--- config.mk ---
export PLATFORM = sky130hd
export DESIGN_NAME = bin_gray_serial_5bit
export DESIGN_NICKNAME = d
export VERILOG_FILES = /design/src/rtl/bin_gray_serial_5bit.sv
export SDC_FILE = /design/constraint.sdc
export NUM_CORES = 1
export LEC_CHECK = 0
export BUFFER_PORTS_ARGS = -buffer_cell sky130_fd_sc_hd__buf_4
export CORE_MARGIN = 2
export CORE_UTILIZATION = 52
export DETAILED_ROUTE_END_ITERATION = 8
export GPL_TIMING_DRIVEN = 1
export PLACE_DENSITY = 0.78
export SYNTH_ARGS = -nofsm -noshare
export SYNTH_HDL_FRONTEND = slang
export SYNTH_SLANG_ARGS = --single-unit
--- constraint.sdc ---
create_clock -name clk -period 1.45 [get_ports clk]
set_input_delay 0.29 -clock clk [delete_from_list [all_inputs] [get_ports clk]]
set_output_delay 0.29 -clock clk [all_outputs]
set_load 0.05 [all_outputs]
--- src/rtl/bin_gray_serial_5bit.sv ---
// Serial binary-to-Gray converter: parallel word in, MSB-first
// Gray bitstream out, and the reassembled Gray word on a handshake.
module bin_gray_serial_5bit #(
  parameter int WIDTH = 5
) (
  input  logic             clk,
  input  logic             rst_n,
  input  logic [WIDTH-1:0] bin_in,
  input  logic             in_valid,
  output logic             in_ready,
  output logic             ser_out,
  output logic             ser_valid,
  output logic [WIDTH-1:0] gray_out,
  output logic             out_valid,
  input  logic             out_ready
);

  localparam int CW = $clog2(WIDTH + 1);
  localparam logic [CW-1:0] LAST = CW'(WIDTH - 1);

  typedef enum logic [1:0] {
    IDLE,
    SHIFT,
    DONE
  } state_t;

  state_t           state;
  state_t           state_nx;
  logic [WIDTH-1:0] sreg;
  logic [WIDTH-1:0] sreg_nx;
  logic             hist;
  logic             hist_nx;
  logic [CW-1:0]    cnt;
  logic [CW-1:0]    cnt_nx;
  logic [WIDTH-2:0] gray_sr;
  logic [WIDTH-2:0] gray_sr_nx;
  logic [WIDTH-1:0] gray_nx;
  logic             sout_nx;
  logic             sval_nx;
  logic             oval_nx;
  logic             bit_b;
  logic             bit_g;
  logic [WIDTH-1:0] gray_full;

  assign in_ready = (state == IDLE);

  // State and datapath registers; reset discards any word in flight.
  always_ff @(posedge clk or negedge rst_n) begin
    if (!rst_n) begin
      state     <= IDLE;
      sreg      <= '0;
      hist      <= 1'b0;
      cnt       <= '0;
      gray_sr   <= '0;
      gray_out  <= '0;
      ser_out   <= 1'b0;
      ser_valid <= 1'b0;
      out_valid <= 1'b0;
    end else begin
      state     <= state_nx;
      sreg      <= sreg_nx;
      hist      <= hist_nx;
      cnt       <= cnt_nx;
      gray_sr   <= gray_sr_nx;
      gray_out  <= gray_nx;
      ser_out   <= sout_nx;
      ser_valid <= sval_nx;
      out_valid <= oval_nx;
    end
  end

  // Next-state logic: one Gray bit per SHIFT cycle from the
  // current binary bit XOR the previous binary bit (hist).
  always_comb begin
    state_nx   = state;
    sreg_nx    = sreg;
    hist_nx    = hist;
    cnt_nx     = cnt;
    gray_sr_nx = gray_sr;
    gray_nx    = gray_out;
    sout_nx    = ser_out;
    sval_nx    = ser_valid;
    oval_nx    = out_valid;
    bit_b      = sreg[WIDTH-1];
    bit_g      = bit_b ^ hist;
    gray_full  = {gray_sr, bit_g};
    unique case (state)
      IDLE: begin
        sval_nx = 1'b0;
        if (in_valid) begin
          sreg_nx  = bin_in;
          hist_nx  = 1'b0;
          cnt_nx   = '0;
          state_nx = SHIFT;
        end
      end
      SHIFT: begin
        hist_nx    = bit_b;
        sout_nx    = bit_g;
        sval_nx    = 1'b1;
        gray_sr_nx = gray_full[WIDTH-2:0];
        sreg_nx    = sreg << 1;
        cnt_nx     = cnt + CW'(1);
        if (cnt == LAST) begin
          gray_nx  = gray_full;
          oval_nx  = 1'b1;
          state_nx = DONE;
        end
      end
      DONE: begin
        sval_nx = 1'b0;
        if (out_ready) begin
          oval_nx  = 1'b0;
          state_nx = IDLE;
        end
      end
      default: begin
        state_nx = IDLE;
      end
    endcase
  end

endmodule
After elaboration in Yosys (flattened, before gate mapping) --
Cells that the tools add are included.
Cells by class: mux-type cells 14, equality and inequality tests 6, bitwise gates (word level) 1, reduce and logical (&&, ||, !) cells 9, add/sub/neg operators 1
Operators with widths (count):
- one-hot mux 5 bit (2 select lines) | 1
- 2-to-1 mux 2 bit | 3
- inequality test 2 bit (second input constant) | 3
- one-hot mux 1 bit (2 select lines) | 3
- one-hot mux 2 bit (3 select lines) | 1
- one-hot mux 3 bit (2 select lines) | 1
- AND reduction 3 bit | 2
- nonzero test 2 bit | 3
- 2-to-1 mux 5 bit | 1
- AND reduction 2 bit | 2
- adder 3 x 1 -> 3 bit (second input constant) | 1
- equality test 3 bit (second input constant) | 1
- 2-to-1 mux 1 bit | 3
- 2-to-1 mux 3 bit | 1
- equality test 2 x 1 -> 1 bit (second input constant) | 1
- equality test 2 bit (second input constant) | 1
- logical NOT 2 bit | 1
- OR reduction 2 bit | 1
- bitwise XOR 1 bit | 1
Word-level totals: bits of input ports 9, output and inout port bits 9, flip-flop bits (word level) 23, logic and storage cells 40

Longest topological paths before layout --
Gate-level depths: netlist (run 1).
word-level depth 3, mapped depth 5, gate-level depth less buffers 5

Worst setup path before layout (run 1) --
OpenSTA, ideal clock, no wires.
kind reg-to-reg, start reg state[0], end reg sreg[1], cell stages (with the launch flop) 5, path slack -0.243 ns, setup time 0.123 ns, clock period less this slack 1.693 ns, data required time 1.327 ns, arrival 1.571 ns, path buffers 1, path through dfrtp_1 > buf_4 > nor2_1 > nand3b_1 > o221a_1
On the way: word-level cells in the longest chain between the ends 3, elaborated cells on any way between the ends 6, those cells by class 2 x eq/ne; 1 x mux; 3 x reduce/logical
RTL lines:
- from (decl) | line 27 | state_t state;
- from (signal assigned) | line 60 | state <= state_nx;
- logical NOT 2 bit (*)
- net in_ready | line 10 | output logic in_ready,
- inequality test 2 bit (no line) / nonzero test 2 bit (equally long branches)
- AND reduction 2 bit (no line)
- to (signal assigned) | line 61 | sreg <= sreg_nx;
- to (decl) | line 29 | logic [WIDTH-1:0] sreg;
The timed path passes the listed nets; every way through them passes the cells marked *. A chain may end at the register's enable or synchronous reset.

Worst setup path in the final report (run 1) --
start reg state[1], end out in_ready
On the way: word-level cells in the longest chain between the ends 1
RTL lines:
- logical NOT 2 bit | line 45 | assign in_ready = (state == IDLE);
- to (decl) | line 10
No other way between the ends.

==> run summary, run 1 <==
overall routed net length = 1.96 mm
Post-synth top flop = dfrtp_1
residual overflow from global routing = 0
r2r startpoint = cnt[1]
CTS Sinks = 22
Placer Congestion = 0.755
port buffer count = 17
vias in the first global route = 657
# DRC = 0
worst hold path endpoint = state[1]
diode count = 0
setup violators final = 0
DR iter-0 viols = 17
CTS Buf Count = 3
number of synthesized flops with an enable pin = 0
wire length per cell = 14.2 um
Max Cap Viol = 0
Worst EP arrival = 1.10 ns
pwr dens = 2480 nW/um^2
count leader, synth = dfrtp_1
FMAX = 718 MHz
Async SR Flop Fraction = 100%
maximum vdd drop = 1.47 mV
post-DP HPWL = 1.27 mm
Worst Skew = 0.00124 ns
Starting Density = 55.8%
dominant cell type by area after synthesis = dfrtp_1
Synth area leaders = dfrtp_1 57%, nand2_1 6.9%, mux2_4 6.2%, o22ai_1 3.9%, ha_1 2.6%
Req. time, crit path = 1.16 ns
CP endpoint kind = output port
Post-synth top cells = 22 x dfrtp_1, 18 x nand2_1, 6 x o22ai_1, 5 x o21ai_0
Slew headroom = 78.3%
worst hold-check path type = in2reg
Avg Vias per Cell = 5.25
Setup TNS = 0 ns
hold_sp = out_ready
IO Count = 18
Rows = 15
post-layout minimum cycle time = 1.39 ns
layout net count = 125
die area = 2230 sq um
slowest CP cell = dfrtp_2
Core Area = 1750 sq um
total number of vias = 725
Worst setup SP type = register
largest net degree at the start of global routing = 23
unrepaired setup endpoints after global routing = false
Netlist cell types = 26
first-pass GRT wire length = 2.99 mm
Max Slew Vio Count = 0
critical path's largest stage delay = 0.47 ns
share of the synthesized area in the top cell type = 56.6%
drt pass-1 iters = 4
Syn Std Cell Area = 973 sq um
CTS H-Tree Depth = 1
final setup margin = 0.0574 ns
cell breakdown of the critical path = nor2_4 -> buf_8
Hold Fails Final Rpt = 0
R2R Setup Slk = 0.08 ns
pin slew with the least headroom to its limit = 0.325 ns
Pleak = 0.603 nW
CP Max Fanout = 6
r2r worst-path depth = 4
flops & latches, synth = 22
Hold Path Depth = 2
status = finished, final reports clean
register area share after synthesis = 56.6%
Layout area overhead = 26.2%
chip width = 47.3 um
clock root buffer = clkbuf_4
Reg-to-Reg End = gray_out[2]
Place WS = 0.0933 ns
Chip Height = 47.3 um
Global Route Usage Sum = 19.9%
clk_lat worst skew = 0.30 ns
Syn Inst Count = 87
critical path class = reg2out
CTS tree = yes
CTS Buffer Depth = 2
Hold WS = 0.166 ns
Syn. warnings = 0
Worst-path clk slew = 0.11 ns
post-route clock period utilization = 96.0%
DRT antenna net count = 0
syn_area_per_cell = 11.2 sq um
Mapped Nets = 98
crit path buf inv count = 1
antenna violations before repair = 0
share of layout cells above drive strength 1 = 33.6%
critical path's top delay family = flip-flops
[how the worst max path moves through the flow]
stage	startpoint	endpoint	slack, ns	cells after the start
final	state[1]	in_ready	0.06	2
after global routing	state[1]	in_ready	0.01	2
after CTS	state[0]	in_ready	0.007	2
after detailed placement	cnt[1]	gray_out[2]	0.09	4
after global placement	cnt[0]	gray_out[1]	0.15	4
after floorplan	state[0]	sreg[1]	0.02	4
[metal layers]
metal / wire [um] / track usage (%) / vias up
met3: 97 / 6.15 / 2
li1: - / - / 354
met1: 832 / 23.9 / 349
met4: 12 / 6.11 / 0
met2: 1020 / 34.1 / 20
met5: 0 / 0 / -
[power breakdown]
part | internal, mW | total [mW] | switching [mW]
clock network | 0.153 | 0.330 | 0.177
logic | 0.682 | 1.58 | 0.901
registers | 0.897 | 1.13 | 0.231
total | 1.73 | 3.04 | 1.31
[state kept, by name (all words and copies together), names as in the netlist]
signal,cells
sreg,5
gray_out,5
ser_valid,1
hist,1
out_valid,1
state,2
gray_sr,4
cnt,3
[layout by cell type (no fill, tap or decap), types with 2 or more instances in the layout]
cell type / instances
o21ai_0: 5
mux2_4: 4
dfrtp_1: 20
nor2_1: 2
ha_1: 2
nand2_1: 18
inv_1: 4
dfrtp_2: 2
a21oi_1: 3
buf_4: 24
o22ai_1: 6
nand2b_1: 2
nand3b_1: 3
clkbuf_4: 3
[area by class of cell]
| type | count | area [sq um] |
|---|---|---|
| clock buffer | 4 | 36.3 |
| fill | 140 | 517 |
| inverter | 4 | 15.0 |
| multi-input combinational | 57 | 388 |
| sequential | 22 | 553 |
| tap | 25 | 31.3 |
| timing repair buffer | 26 | 205 |
[stage by stage]
step / power, mW / instances / utilization, % / area [sq um]
2_1_floorplan: 2.19 / 87 / - / 976
3_3_place_gp: 2.55 / 129 / 65.2 / 1140
3_5_place_dp: 2.60 / 129 / 65.2 / 1140
4_1_cts: 2.98 / 135 / 68.8 / 1200
5_1_grt: 3.26 / 138 / 70.4 / 1230
6_report: 3.04 / 138 / 70.4 / 1230
[repair_timing]
item                       in CTS  in global routing
hold endpoints to repair       22                  0
hold buffers                    1                  0
pin swaps                       0                  1
setup buffers                   1                  4
resized for setup               3                  2
setup endpoints to repair       1                  1
[worst register-to-register path, stage by stage (launching register included)]
cell,delay (ns)
dfrtp_1,0.42
inv_1,0.09
ha_1,0.22
nand4b_4,0.20
mux2_4,0.34
[kinds of logic (layout without fill, tap and decap cells)]
logic type / after synthesis / count (layout) / share of synthesized area, %
flops: 22 / 22 / 56.6
simple gates: 29 / 29 / 15.7
compound gates: 21 / 21 / 13.8
fa+ha+maj: 2 / 2 / 2.57
xor+xnor: 1 / 1 / 0.900
mux: 4 / 4 / 6.17
buf+inv: 8 / 34 / 4.37
(Power assumes the default switching activity.)
==> run 2: changes to the inputs <==
==> constraint.sdc (replaced) <==
create_clock -name clk -period 1.55 [get_ports clk]
set_input_delay 0.31 -clock clk [delete_from_list [all_inputs] [get_ports clk]]
set_output_delay 0.31 -clock clk [all_outputs]
set_load 0.05 [all_outputs]
==> run summary, run 2 (same netlist as run 1, synthesis figures left out) <==
status = finished, final reports clean
CP Max Fanout = 5
CTS H-Tree Depth = 1
Hold Fails Final Rpt = 0
Final Non-Filler Cells = 135
clock root buffer = clkbuf_4
residual overflow from global routing = 0
Starting Density = 55.8%
post-layout minimum cycle time = 1.50 ns
multi-input combinational cell area = 388 sq um
pin slew with the least headroom to its limit = 0.339 ns
top flop regs = gray_out x5, sreg x5, gray_sr x4
Rows = 15
Worst-path clk slew = 0.11 ns
share of layout cells above drive strength 1 = 30.9%
drt pass-1 iters = 4
Reg area = 552 sq um
DR iter-0 viols = 3
Req. time, crit path = 1.24 ns
total number of vias = 716
port buffer count = 17
most frequent cells in the layout = 21 x dfrtp_1, 21 x buf_4, 18 x nand2_1
Core Area = 1750 sq um
first-pass GRT wire length = 2.76 mm
Worst Skew = 0.0149 ns
placed insts = 129
IO Count = 18
CTS Buffer Depth = 2
CTS Sinks = 22
layout net count = 122
largest net degree at the start of global routing = 23
Pleak = 0.590 nW
die area = 2230 sq um
post-route clock period utilization = 97.0%
Worst EP arrival = 1.19 ns
clk_lat worst skew = 0.32 ns
unrepaired setup endpoints after global routing = false
Worst setup SP type = register
Global Route Usage Sum = 18.6%
Layout area overhead = 23.4%
CP endpoint kind = output port
PnR Total Power = 2.75 mW
fillers = 147
maximum vdd drop = 1.18 mV
Chip Height = 47.3 um
Placer Congestion = 0.734
Slew headroom = 77.3%
overall routed net length = 1.69 mm
pwr dens = 2290 nW/um^2
Setup TNS = 0 ns
# DRC = 0
setup violators final = 0
DRT antenna net count = 0
FMAX = 665 MHz
CTS tree = yes
Max Slew Vio Count = 0
Avg Vias per Cell = 5.30
diode count = 0
CTS Buf Count = 3
antenna violations before repair = 0
post-DP HPWL = 1.18 mm
wire length per cell = 12.5 um
critical path class = reg2out
vias in the first global route = 637
Max Cap Viol = 0
worst hold-check path type = in2reg
chip width = 47.3 um
==> run 2: cell types whose count changed in the layout (fill, tap and decap cells not counted), sizes merged <==
cell	delta
buf	-3
==> run 2: path summary, 6_finish.rpt <==
| path | from | to | slack [ns] | cells after the start |
|---|---|---|---|---|
| setup / recovery | state[1] | in_ready | 0.05 | 3 |
| hold reg to reg | out_valid | out_valid | 0.49 | 2 |
| min in group asynchronous | rst_n | gray_out[3] | 0.39 | 2 |
| setup reg to reg | cnt[0] | gray_out[1] | 0.20 | 4 |
| max in group asynchronous | rst_n | sreg[3] | 0.93 | 2 |
| hold / removal | out_ready | state[1] | 0.17 | 2 |
==> run 2: area by class of cell <==
| class | count | share of cell area, % |
|---|---|---|
| Sequential cell | 22 | 45.9 |
| Multi-Input combinational cell | 57 | 32.3 |
| Timing Repair Buffer | 23 | 14.9 |
| Clock buffer | 4 | 3.02 |
| Tap cell | 25 | 2.60 |
| Inverter | 4 | 1.25 |
==> run 2: stage by stage <==
stage / instance area [sq um] / util, % / hold slack, ns / worst slack (ns)
final: 1200 / 68.8 / 0.167 / 0.0471
after global routing: 1200 / 68.8 / 0.169 / 0.000867
after global placement: 1140 / 65.2 / 0.209 / 0.252
after detailed placement: 1140 / 65.2 / 0.212 / 0.214
after floorplan: 976 / - / 0.0144 / 0.124
after CTS: 1210 / 69.2 / 0.161 / 0.0280
==> run 2: repair_timing <==
| item | 4_1_cts | 5_1_grt |
|---|---|---|
| buffers inserted | 2 | 0 |
| pin swaps | 0 | 1 |
| resized for setup | 3 | 0 |
| hold endpoints to repair | 22 | 0 |
| hold buffers | 1 | 0 |
| endpoints found under the setup margin | 1 | 1 |
==> run 2: per-layer routing <==
layer / track usage, % / wire [um] / share of wire (%) / vias up
li1: - / - / - / 351
met1: 22.7 / 754 / 45 / 343
met2: 30.0 / 827 / 49 / 17
met3: 4.62 / 75 / 4.4 / 5
met4: 10.0 / 34 / 2.0 / 0
met5: 0 / 0 / 0 / -
==> run 2: report_power, final <==
group          total, mW  internal [mW]  switching (mW)
clock network      0.320          0.144           0.176
logic               1.39          0.583           0.807
registers           1.04          0.837           0.199
total               2.75           1.56            1.18
==> run 2: worst max-delay path, stage by stage (launching register included) <==
cell	delay, ns
dfrtp_1	0.42
buf_4	0.17
nor2_4	0.13
buf_6	0.17
==> run 3: changes to the inputs <==
--- a/config.mk
+++ b/config.mk
@@ -6,10 +6,14 @@
 export NUM_CORES = 1
 export LEC_CHECK = 0
 export BUFFER_PORTS_ARGS = -buffer_cell sky130_fd_sc_hd__buf_4
+export CELL_PAD_IN_SITES_DETAIL_PLACEMENT = 1
+export CELL_PAD_IN_SITES_GLOBAL_PLACEMENT = 1
+export CORE_ASPECT_RATIO = 1.75
 export CORE_MARGIN = 2
-export CORE_UTILIZATION = 52
+export CORE_UTILIZATION = 41
 export DETAILED_ROUTE_END_ITERATION = 8
 export GPL_TIMING_DRIVEN = 1
+export MAX_ROUTING_LAYER = met4
 export PLACE_DENSITY = 0.78
 export SYNTH_ARGS = -nofsm -noshare
 export SYNTH_HDL_FRONTEND = slang
==> run summary, run 3 (same netlist as run 1, synthesis figures left out) <==
status = finished, final reports clean
DRT antenna net count = 0
layout net count = 119
CP endpoint kind = output port
Chip Height = 68.5 um
share of layout cells above drive strength 1 = 27.4%
post-layout minimum cycle time = 1.49 ns
Worst EP arrival = 1.18 ns
switching fraction of total power = 43.7%
die area = 2800 sq um
IO Count = 18
Power Internal = 1.55 mW
CP Max Fanout = 7
Placer Congestion = 0.751
Hold Fails Final Rpt = 0
PnR Total Power = 2.76 mW
r2r worst-path depth = 4
Req. time, crit path = 1.24 ns
CTS H-Tree Depth = 1
pwr dens = 2350 nW/um^2
Resize count post-CTS = 0
chip width = 40.8 um
Reg area = 551 sq um
setup violators final = 0
Global Route Usage Sum = 18.0%
CTS Buf Count = 3
combinational share of power = 48.9%
CTS Sinks = 22
Setup TNS = 0 ns
DR iter-0 viols = 14
Pleak = 0.573 nW
Max Cap Viol = 0
Avg Vias per Cell = 5.29
Clock Power Share = 12.5%
overall routed net length = 1.98 mm
P_sw = 1.20 mW
slowest CP cell = dfrtp_1
Layout area overhead = 20.6%
FMAX = 673 MHz
maximum vdd drop = 0.950 mV
top flop regs = gray_out x5, sreg x5, gray_sr x4
drt pass-1 iters = 4
DR WL met3 = 63 um
wire length per cell = 15.1 um
Worst Skew = 0.00145 ns
Hold Path Depth = 2
CTS tree = yes
multi-input combinational cell area = 383 sq um
# DRC = 0
commonest non-fill, non-tap cell in the layout = dfrtp_1
fillers = 247
CTS Buffer Depth = 2
diode count = 0
highest routed layer = met4
post-DP HPWL = 1.44 mm
post-route clock period utilization = 95.9%
Core Area = 2270 sq um
first-pass GRT wire length = 3.33 mm
largest net degree at the start of global routing = 23
most frequent cells in the layout = 22 x dfrtp_1, 19 x buf_4, 18 x nand2_1
antenna violations before repair = 0
wl on met1 = 827 um
pin slew with the least headroom to its limit = 0.395 ns
residual overflow from global routing = 0
Rows = 23
port buffer count = 17
critical path's largest stage delay = 0.49 ns
clk_lat worst skew = 0.25 ns
Slew headroom = 73.6%
unrepaired setup endpoints after global routing = false
critical path class = reg2out
Worst setup SP type = register
met2 routed WL = 1.07 mm
cell breakdown of the critical path = nor2_2 -> buf_4
Worst-path clk slew = 0.07 ns
vias in the first global route = 742
Max Slew Vio Count = 0
clock root buffer = clkbuf_8
Seq pwr share = 38.6%
worst hold-check path type = in2reg
Starting Density = 42.8%
total number of vias = 693
-- run 3: changes by cell type in the layout (fill, tap and decap cells not counted), sizes merged --
| cell | previous run | this run |
|---|---|---|
| buf | 22 | 19 |
| clkbuf | 4 | 3 |
-- run 3: metal layers --
metal  up-vias  track usage (%)
li1        336                -
met1       339             21.1
met2        16             29.1
met3         2             1.95
met4         0             8.75
met5         -                -
-- run 3: through the flow --
step	std cells	hold slack, ns	setup WS (ns)	utilization (%)	area, sq um
floorplan	87	0.0144	0.124	-	976
global placement	127	0.213	0.241	49.4	1120
detailed placement	127	0.219	0.193	49.4	1120
CTS	131	0.224	0.0454	51.6	1170
global route	131	0.231	0.0102	51.6	1170
finish	131	0.227	0.0641	51.6	1170
-- run 3: cell type report --
class	count	share of cell area [%]
repair buffers	20	13.0
clock buffers	3	3.52
flip-flops and latches	22	46.9
well taps	25	2.67
multi-input cells	57	32.6
inverters	4	1.28
-- run 3: timing repair --
item | 4_1_cts | 5_1_grt
buffers inserted | 0 | 0
hold endpoints to repair | 22 | 0
hold buffers | 1 | 0
-- run 3: worst max-delay path: cells and delay by family (launching register included) --
kind,cells,cell delay (ns)
DFF,1,0.49
buffers and inverters,1,0.22
and+or+nand+nor,1,0.20
-- run 3: path summary, 6_finish.rpt --
kind,from,endpoint,slack [ns]
worst min register to register,ser_valid,ser_valid,0.49
worst min-delay path,out_ready,state[1],0.23
max in group asynchronous,rst_n,gray_sr[0],0.85
worst max register to register,cnt[0],gray_out[1],0.17
min in group asynchronous,rst_n,cnt[2],0.48
worst max-delay path,state[0],in_ready,0.06
-- run 3: power by group through the flow --
stage / combinational [mW] / sequential [mW] / clock (mW)
6_report: 1.35 / 1.06 / 0.345
5_1_grt: 1.48 / 1.11 / 0.376
4_1_cts: 1.37 / 1.07 / 0.354
3_5_place_dp: 1.35 / 1.08 / 0
3_3_place_gp: 1.30 / 1.06 / 0
2_1_floorplan: 0.734 / 1.31 / 0
